===== config.mk =====
export PLATFORM = sky130hd
export DESIGN_NAME = glitch_sweep_ctrl
export DESIGN_NICKNAME = d
export VERILOG_FILES = /design/src/rtl/glitch_ctrl_pkg.sv /design/src/rtl/glitch_toggle_cnt.sv /design/src/rtl/glitch_sweep_ctrl.sv
export SDC_FILE = /design/constraint.sdc
export NUM_CORES = 1
export LEC_CHECK = 0
export ABC_CLOCK_PERIOD_IN_PS = 3060
export CORE_MARGIN = 2
export CORE_UTILIZATION = 30
export DETAILED_ROUTE_END_ITERATION = 16
export PLACE_DENSITY = 0.51
export SETUP_SLACK_MARGIN = 0.1
export SYNTH_ARGS = -nofsm -noshare
export SYNTH_HDL_FRONTEND = slang
export SYNTH_SLANG_ARGS = --single-unit

===== constraint.sdc =====
create_clock -name clk -period 3.06 [get_ports clk]
set_input_delay 0.459 -clock clk [delete_from_list [all_inputs] [get_ports clk]]
set_output_delay 0.459 -clock clk [all_outputs]
set_load 0.05 [all_outputs]

===== src/rtl/glitch_ctrl_pkg.sv =====
// Shared constants for the glitch-circuit sweep sequencer: FSM encoding,
// toggle saturation point and settle counter width.
package glitch_ctrl_pkg;

  localparam logic [2:0] ST_IDLE   = 3'd0;
  localparam logic [2:0] ST_APPLY  = 3'd1;
  localparam logic [2:0] ST_SETTLE = 3'd2;
  localparam logic [2:0] ST_REPORT = 3'd3;
  localparam logic [2:0] ST_DONE   = 3'd4;

  localparam int X_WIDTH_DEF = 3;
  localparam int N_PATTERNS  = 2**X_WIDTH_DEF;
  localparam int TOG_SAT     = 2;
  localparam int SETTLE_W    = $clog2(256);

endpackage


===== src/rtl/glitch_toggle_cnt.sv =====
// Per-bit saturating toggle counter; hit reflects the count including the
// current cycle's increment so the last settle cycle is not lost.
module glitch_toggle_cnt
  import glitch_ctrl_pkg::*;
(
  input  logic clk,
  input  logic rst,
  input  logic clr,
  input  logic en,
  output logic hit
);

  logic [1:0] cnt, cnt_nxt;

  always_comb begin
    cnt_nxt = cnt;
    if (clr)
      cnt_nxt = 2'd0;
    else if (en && (cnt < 2'(TOG_SAT)))
      cnt_nxt = cnt + 2'd1;
  end

  always_ff @(posedge clk or posedge rst) begin
    if (rst) cnt <= 2'd0;
    else     cnt <= cnt_nxt;
  end

  assign hit = (cnt_nxt >= 2'(TOG_SAT));

endmodule


===== src/rtl/glitch_sweep_ctrl.sv =====
// Walks the glitch circuit through every input pattern, watches y for a
// settle window per pattern and streams out settled value plus glitch flags.
module glitch_sweep_ctrl
  import glitch_ctrl_pkg::*;
#(
  parameter int X_WIDTH       = 3,
  parameter int Y_WIDTH       = 2,
  parameter int SETTLE_CYCLES = 4
) (
  input  logic                  clk,
  input  logic                  rst,
  input  logic                  start,
  output logic                  busy,
  output logic                  done,
  output logic [X_WIDTH-1:0]    x,
  input  logic [Y_WIDTH-1:0]    y,
  output logic                  res_valid,
  input  logic                  res_ready,
  output logic [X_WIDTH-1:0]    res_pattern,
  output logic [Y_WIDTH-1:0]    res_y,
  output logic [Y_WIDTH-1:0]    res_glitch,
  output logic [2**X_WIDTH-1:0] glitch_mask,
  output logic [X_WIDTH:0]      glitch_count
);

  localparam int NP = 2**X_WIDTH;

  logic [2:0]          state;
  logic [X_WIDTH-1:0]  pat;
  logic [SETTLE_W-1:0] settle_cnt;
  logic [Y_WIDTH-1:0]  y_q, y_last, tog_en, tog_hit;
  logic                tog_clr;

  assign busy    = (state != ST_IDLE);
  assign done    = (state == ST_DONE);
  assign tog_clr = (state == ST_APPLY);

  for (genvar gi = 0; gi < Y_WIDTH; gi++) begin : g_tog
    assign tog_en[gi] = (state == ST_SETTLE) && (y_q[gi] != y_last[gi]);
    glitch_toggle_cnt u_tog (
      .clk (clk),
      .rst (rst),
      .clr (tog_clr),
      .en  (tog_en[gi]),
      .hit (tog_hit[gi])
    );
  end

  always_ff @(posedge clk or posedge rst) begin
    if (rst) begin
      state        <= ST_IDLE;
      pat          <= '0;
      settle_cnt   <= '0;
      x            <= '0;
      y_q          <= '0;
      y_last       <= '0;
      res_valid    <= 1'b0;
      res_pattern  <= '0;
      res_y        <= '0;
      res_glitch   <= '0;
      glitch_mask  <= '0;
      glitch_count <= '0;
    end else begin
      y_q <= y;
      case (state)
        ST_IDLE: if (start) begin
          state        <= ST_APPLY;
          pat          <= '0;
          glitch_mask  <= '0;
          glitch_count <= '0;
        end
        ST_APPLY: begin
          // y_last taken here so a toggle straddling the x change still counts
          x          <= pat;
          y_last     <= y_q;
          settle_cnt <= SETTLE_W'(SETTLE_CYCLES - 1);
          state      <= ST_SETTLE;
        end
        ST_SETTLE: begin
          y_last <= y_q;
          if (settle_cnt == '0) begin
            res_y       <= y_q;
            res_glitch  <= tog_hit;
            res_pattern <= pat;
            res_valid   <= 1'b1;
            state       <= ST_REPORT;
          end else begin
            settle_cnt <= settle_cnt - 1'b1;
          end
        end
        ST_REPORT: if (res_ready) begin
          res_valid        <= 1'b0;
          glitch_mask[pat] <= |res_glitch;
          if ((|res_glitch) && (glitch_count < (X_WIDTH+1)'(NP)))
            glitch_count <= glitch_count + 1'b1;
          if (pat == X_WIDTH'(NP - 1)) begin
            state <= ST_DONE;
          end else begin
            pat   <= pat + 1'b1;
            state <= ST_APPLY;
          end
        end
        ST_DONE: begin
          x     <= '0;
          state <= ST_IDLE;
        end
        default: state <= ST_IDLE;
      endcase
    end
  end

endmodule

=== Yosys cells after proc, flatten, opt, wreduce, memory -nomap -nowiden ===
Index checks and enable logic that the tools add are counted.

* Word-level logic and storage cells: 90
* Register bits after elaboration: 45

* Reductions and logical operators: 22
* $lt $le $gt $ge: 7
* Eq/ne operators: 13
* Muxes and demuxes: 29
* Add/subtract/negate cells: 5

{| class="wikitable"
|+ Operator list
! kind !! count
|-
| case mux 8 bit (2 select lines) || 2
|-
| 2-to-1 mux 8 bit || 3
|-
| 2-to-1 mux 3 bit || 7
|-
| 2-to-1 mux 4 bit || 3
|-
| case mux 3 bit (2 select lines) || 2
|-
| case mux 3 bit (4 select lines) || 1
|-
| != test 2 bit (second input constant) || 5
|-
| AND reduction 3 bit || 3
|-
| bitwise mux 8 bit || 1
|-
| zero test 8 bit || 1
|-
| 2-to-1 mux 2 bit || 4
|-
| case mux 4 bit (2 select lines) || 1
|-
| AND reduction 4 bit || 2
|-
| nonzero test 2 bit || 4
|-
| subtractor 8 x 1 -> 8 bit (second input constant) || 1
|-
| == test 3 x 2 -> 1 bit (second input constant) || 2
|-
| == test 3 bit (second input constant) || 2
|-
| logical AND 1 bit || 6
|-
| adder 2 x 1 -> 2 bit (second input constant) || 2
|-
| adder 4 x 1 -> 4 bit (second input constant) || 1
|-
| >= comparator 2 bit (second input constant) || 2
|-
| less-than comparator 2 bit (second input constant) || 2
|-
| less-than comparator 3 x 4 -> 1 bit (second input constant) || 1
|-
| less-than comparator 4 bit (second input constant) || 1
|-
| other kinds (12) || 17
|}

=== Depth between registers and ports, before layout ===
* Depth in word-level cells: 7
* Depth in mapped cells: 7
* Gate-level depth less buffers: 6

=== By module ===
Synthesis repeated with hierarchy kept, for this count alone.

* Cells, all modules: 207
* Area total of the unflattened synthesis: 2267.2 um2

{| class="wikitable"
|+ Modules (own cells, without submodules)
! module !! cells each !! area an instance (um2) !! times used
|-
| glitch_sweep_ctrl || 187 || 2067.0 || 1
|-
| glitch_toggle_cnt || 10 || 100.1 || 2
|}

=== Least setup slack after synthesis ===
Ideal clock, no wire load.

* Path type: register to register
* Start: register state[1]
* End: register glitch_count[0]
* Buffers on the path: 1
* Stages on the path, launching flop included: 6
* Setup time: 0.128 ns
* Slack: 1.173 ns
* Data arrival time: 1.759 ns
* Cells stage by stage: dfrtp_1 -> buf_2 -> or3_1 -> o31ai_2 -> nand2_1 -> mux2_1

* Cells in the longest elaborated chain, start to end: 3
* Elaborated cells between the ends (all ways): 8
* Those cells by class: eq/ne (4); mux (1); reduce/logical (3)

{| class="wikitable"
|+ Ends and longest elaborated chain
! what !! line !! text
|-
| start: declaration || glitch_sweep_ctrl.sv:28 || <nowiki>logic [2:0] state;</nowiki>
|-
| start signal: assignment || glitch_sweep_ctrl.sv:51 || <nowiki>state <= ST_IDLE;</nowiki>
|-
| start signal: assignment || glitch_sweep_ctrl.sv:67 || <nowiki>state <= ST_APPLY;</nowiki>
|-
| start signal: assignment || glitch_sweep_ctrl.sv:77 || <nowiki>state <= ST_SETTLE;</nowiki>
|-
| == test 3 x 2 -> 1 bit or zero test 3 bit (tied branches) || glitch_sweep_ctrl.sv:65 || <nowiki>case (state)</nowiki>
|-
| != test 2 bit (no line) or nonzero test 2 bit (tied branches) || n/a ||
|-
| AND reduction 4 bit (no line) || n/a ||
|-
| end signal: assignment || glitch_sweep_ctrl.sv:95 || <nowiki>glitch_count <= glitch_count + 1'b1;</nowiki>
|-
| end: declaration || glitch_sweep_ctrl.sv:23 || <nowiki>output logic [X_WIDTH:0] glitch_count</nowiki>
|}

Parallel ways exist; a longest one is shown, timed or not.
A chain may end at the register's enable or synchronous reset.

=== Worst setup path after layout ===
* Start: register state[0]
* End: output busy

* Cells in the longest elaborated chain, start to end: 1

{| class="wikitable"
|+ Ends and longest elaborated chain
! what !! line !! text
|-
| nonzero test 3 bit || glitch_sweep_ctrl.sv:34 || <nowiki>assign busy = (state != ST_IDLE);</nowiki>
|-
| end: declaration || glitch_sweep_ctrl.sv:13 || <nowiki>output logic busy,</nowiki>
|}

Every way passes these cells.

==> metrics.md <==
| Metric | Value |
|---|---|
| Dominant cell type by area after synthesis | `dfrtp_1` |
| Peak supply drop | `a little over 600 uV` |
| Inserted Clock Buffers | `5` |
| PortBufs | `30` |
| Via count | `1547` |
| Row count | `30` |
| Synth cell types | `43` |
| Avg WL per Cell | `14.0 um` |
| Total GRT Usage | `0.126` |
| Drt pass-1 iters | `4` |
| Most common cell in the netlist | `dfrtp_1` |
| Crit path max-delay family | `buffers and inverters` |
| Reg2reg setup slack | `1020 ps` |
| Initial antenna violation count | `0` |
| Routed WL | `4550 um` |
| Synth top area cells | `dfrtp_1 (53%), mux2_2 (4.2%), a22o_1 (3.3%), nor2_1 (3.2%), ha_1 (2.9%)` |
| Critical path class | `flop to primary output` |
| Clk_skew | `around 3.5 ps` |
| Hold_ws | `478 ps` |
| Seq/Total Area, Yosys | `0.527` |
| Hold Crit Endpoint | `settle_cnt[0]` |
| Reg2reg path depth | `4` |
| Status | `completed` |
| # placed instances | `316` |
| CP Data Arrival Time | `2020 ps` |
| Slew @ Worst Pin | `568 ps` |
| CP required | `2600 ps` |
| Flops & latches, synth | `45` |
| Area grow syn2layout | `23.3%` |
| Layout Nets | `238` |
| Synth top cells by count | `dfrtp_1 (45), nor2_1 (18), nand2_1 (16)` |
| Post-synth EDFFs | `0` |
| Antenna-violating nets left | `0` |
| Detailed Route Iter0 Violations | `53` |
| Number of global-route vias before repair | `1454` |
| Cell count after synthesis | `200` |
| Antenna diode count | `0` |
| Final setup violation count | `0` |
| CP bufs+invs | `1` |
| Tot Pwr | `2.95 mW` |
| Final Worst Setup Slack | `580 ps` |
| Final period util | `0.811` |
| Slew Limit Fails | `0` |
| Max cap viols | `0` |
| Die Span Y | `88.4 um` |
| Placer Congestion | `between 0.7 and 0.8` |
| Synthesized cell area | `2140 um^2` |
| # DRC | `0` |
| Leakage power | `1.15 nW` |
| Synth warn | `0` |
| Final hold vios | `0` |
| Syn avg cell area | `10.7 um^2` |
| Post-Syn Nets | `211` |
| Clock slew at reported path FFs | `90 ps` |
| Chip width | `between 80 and 90 um` |
| Hpwl dp | `3160 um` |
| Post-synth top area share | `0.527` |
| Die ar. | `7820 um^2` |
| Crit-path slowest cell | `clkdlybuf4s50_1` |
| Global route overflow | `0` |
| Primary FF master, synth | `dfrtp_1` |
| CTS Hold Bufs | `0` |
| RSZ-0062 raised after global routing | `false` |
| Place WS | `903 ps` |
| CTS resizes | `0` |
| Fin crit period | `2480 ps` |
| Initial Utilization | `0.313` |
| TritonCTS clock tree | `done` |
| Clock Tree Buf Depth | `2` |
| Critical Path Stages | `2` |
| Critical path cell sequence | `or3_1, clkdlybuf4s50_1` |
| Later-pin clock latency in the skew report | `290 ps` |
| Share of cells above drive strength 1 | `0.110` |
| PwrDens | `approximately 1100 nW/um^2` |
| Sinks on Clock Net | `45` |
| Max-slew headroom | `0.621` |
| # Post-CTS Setup Buffers | `0` |
| Hold Startpoint | `settle_cnt[0]` |
| CORE AREA | `approximately 6800 um^2` |
| Hold WC Path Type | `flop to flop` |
| Hold path depth | `1` |
| Pin count of the biggest net entering global routing | `24` |
| Crit Path Max Fanout | `15` |
| Slowest stage delay, CP | `720 ps` |
| # IOs | `31` |
| Startpoint types | `flop` |
| Sum Neg Setup Slack | `0 ps` |
| RR Endpoint | `settle_cnt[6]` |
| H-tree depth | `2` |
| FMAX | `403 MHz` |
| Async set-or-reset flop fraction in the synthesized netlist | `1.00` |
| First-pass GRT wire length | `7530 um` |
| Final Non-Filler Cells | `324` |
| Vias per cell | `about 4.8` |
| Worst R2R Start | `state[1]` |
| CP Capture Type | `primary output` |
| Clock root buffer | `clkbuf_8` |
-- routing by layer --
| metal | track usage | up-vias | part of all wire |
|---|---|---|---|
| li1 | - | 776 | - |
| met1 | 0.196 | 736 | 0.53 |
| met2 | 0.170 | 31 | 0.43 |
| met3 | 0.0317 | 4 | 0.035 |
| met4 | 0.0413 | 0 | 0.010 |
| met5 | 0 | - | 0 |
-- registers in the layout (all words and copies together), names as in the netlist --
name and cells:
glitch_mask 8, g_tog.u_tog.cnt 4, res_y 2, res_valid 1, y_last 2, settle_cnt 8
pat 3, glitch_count 4, res_glitch 2, state 3, x 3, y_q 2
res_pattern 3
-- where the power goes --
part | internal (mW) | leakage (nW) | switching, mW
clock | 0.267 | 0.0585 | 0.204
sequential | 0.805 | 0.581 | 0.242
combinational | 0.542 | 0.509 | 0.885
-- logic make-up (layout without fill, tap and decap cells) --
group                      count (synthesis)  in the layout  synth area share
and+or+nand+nor                           68             68             0.166
AOI/OAI and AO/OA                         47             47             0.159
muxes                                     13             13            0.0679
DFF                                       45             45             0.527
buffers and inverters                     17             45            0.0316
adders and majority gates                  5              5            0.0293
xor gates and xnor gates                   5              5            0.0205
-- through the flow --
step | utilization | area [um^2]
after floorplan | - | 2140
after global placement | 0.369 | 2520
after detailed placement | 0.369 | 2520
after CTS | 0.386 | 2640
after global routing | 0.386 | 2640
final | 0.386 | 2640
-- worst max path at each step --
stage	startpoint	to	slack [ps]
after floorplan	state[1]	glitch_count[0]	1170
after CTS	state[0]	busy	570
after global placement	state[0]	busy	920
final	state[0]	busy	580
after global routing	state[0]	busy	510
after detailed placement	state[0]	busy	900
-- area by class of cell --
type	instances	area, um^2
fillers	707	4190
well taps	96	120
clock buffers	7	86.3
inverters	6	22.5
clock inverters	1	30.0
repair buffers	31	308
flip-flops and latches	45	1130
multi-input cells	138	945
-- cells in the final DEF, fill, tap and decap left out, types with 3 or more instances in the layout --
cell type	synthesis	routed
a21oi_1	7	7
a22o_1	8	8
a31oi_1	5	5
and2_1	3	3
clkbuf_8	0	6
clkdlybuf4s50_1	0	30
dfrtp_1	45	45
ha_1	5	5
inv_1	6	5
mux2_1	4	4
mux2_2	8	8
nand2_1	16	16
nand2b_1	4	4
nand3b_1	4	4
nor2_1	18	18
nor3_1	7	7
o21ai_0	11	11
xor2_1	5	5
No activity file was read; power rests on OpenSTA's default activity.
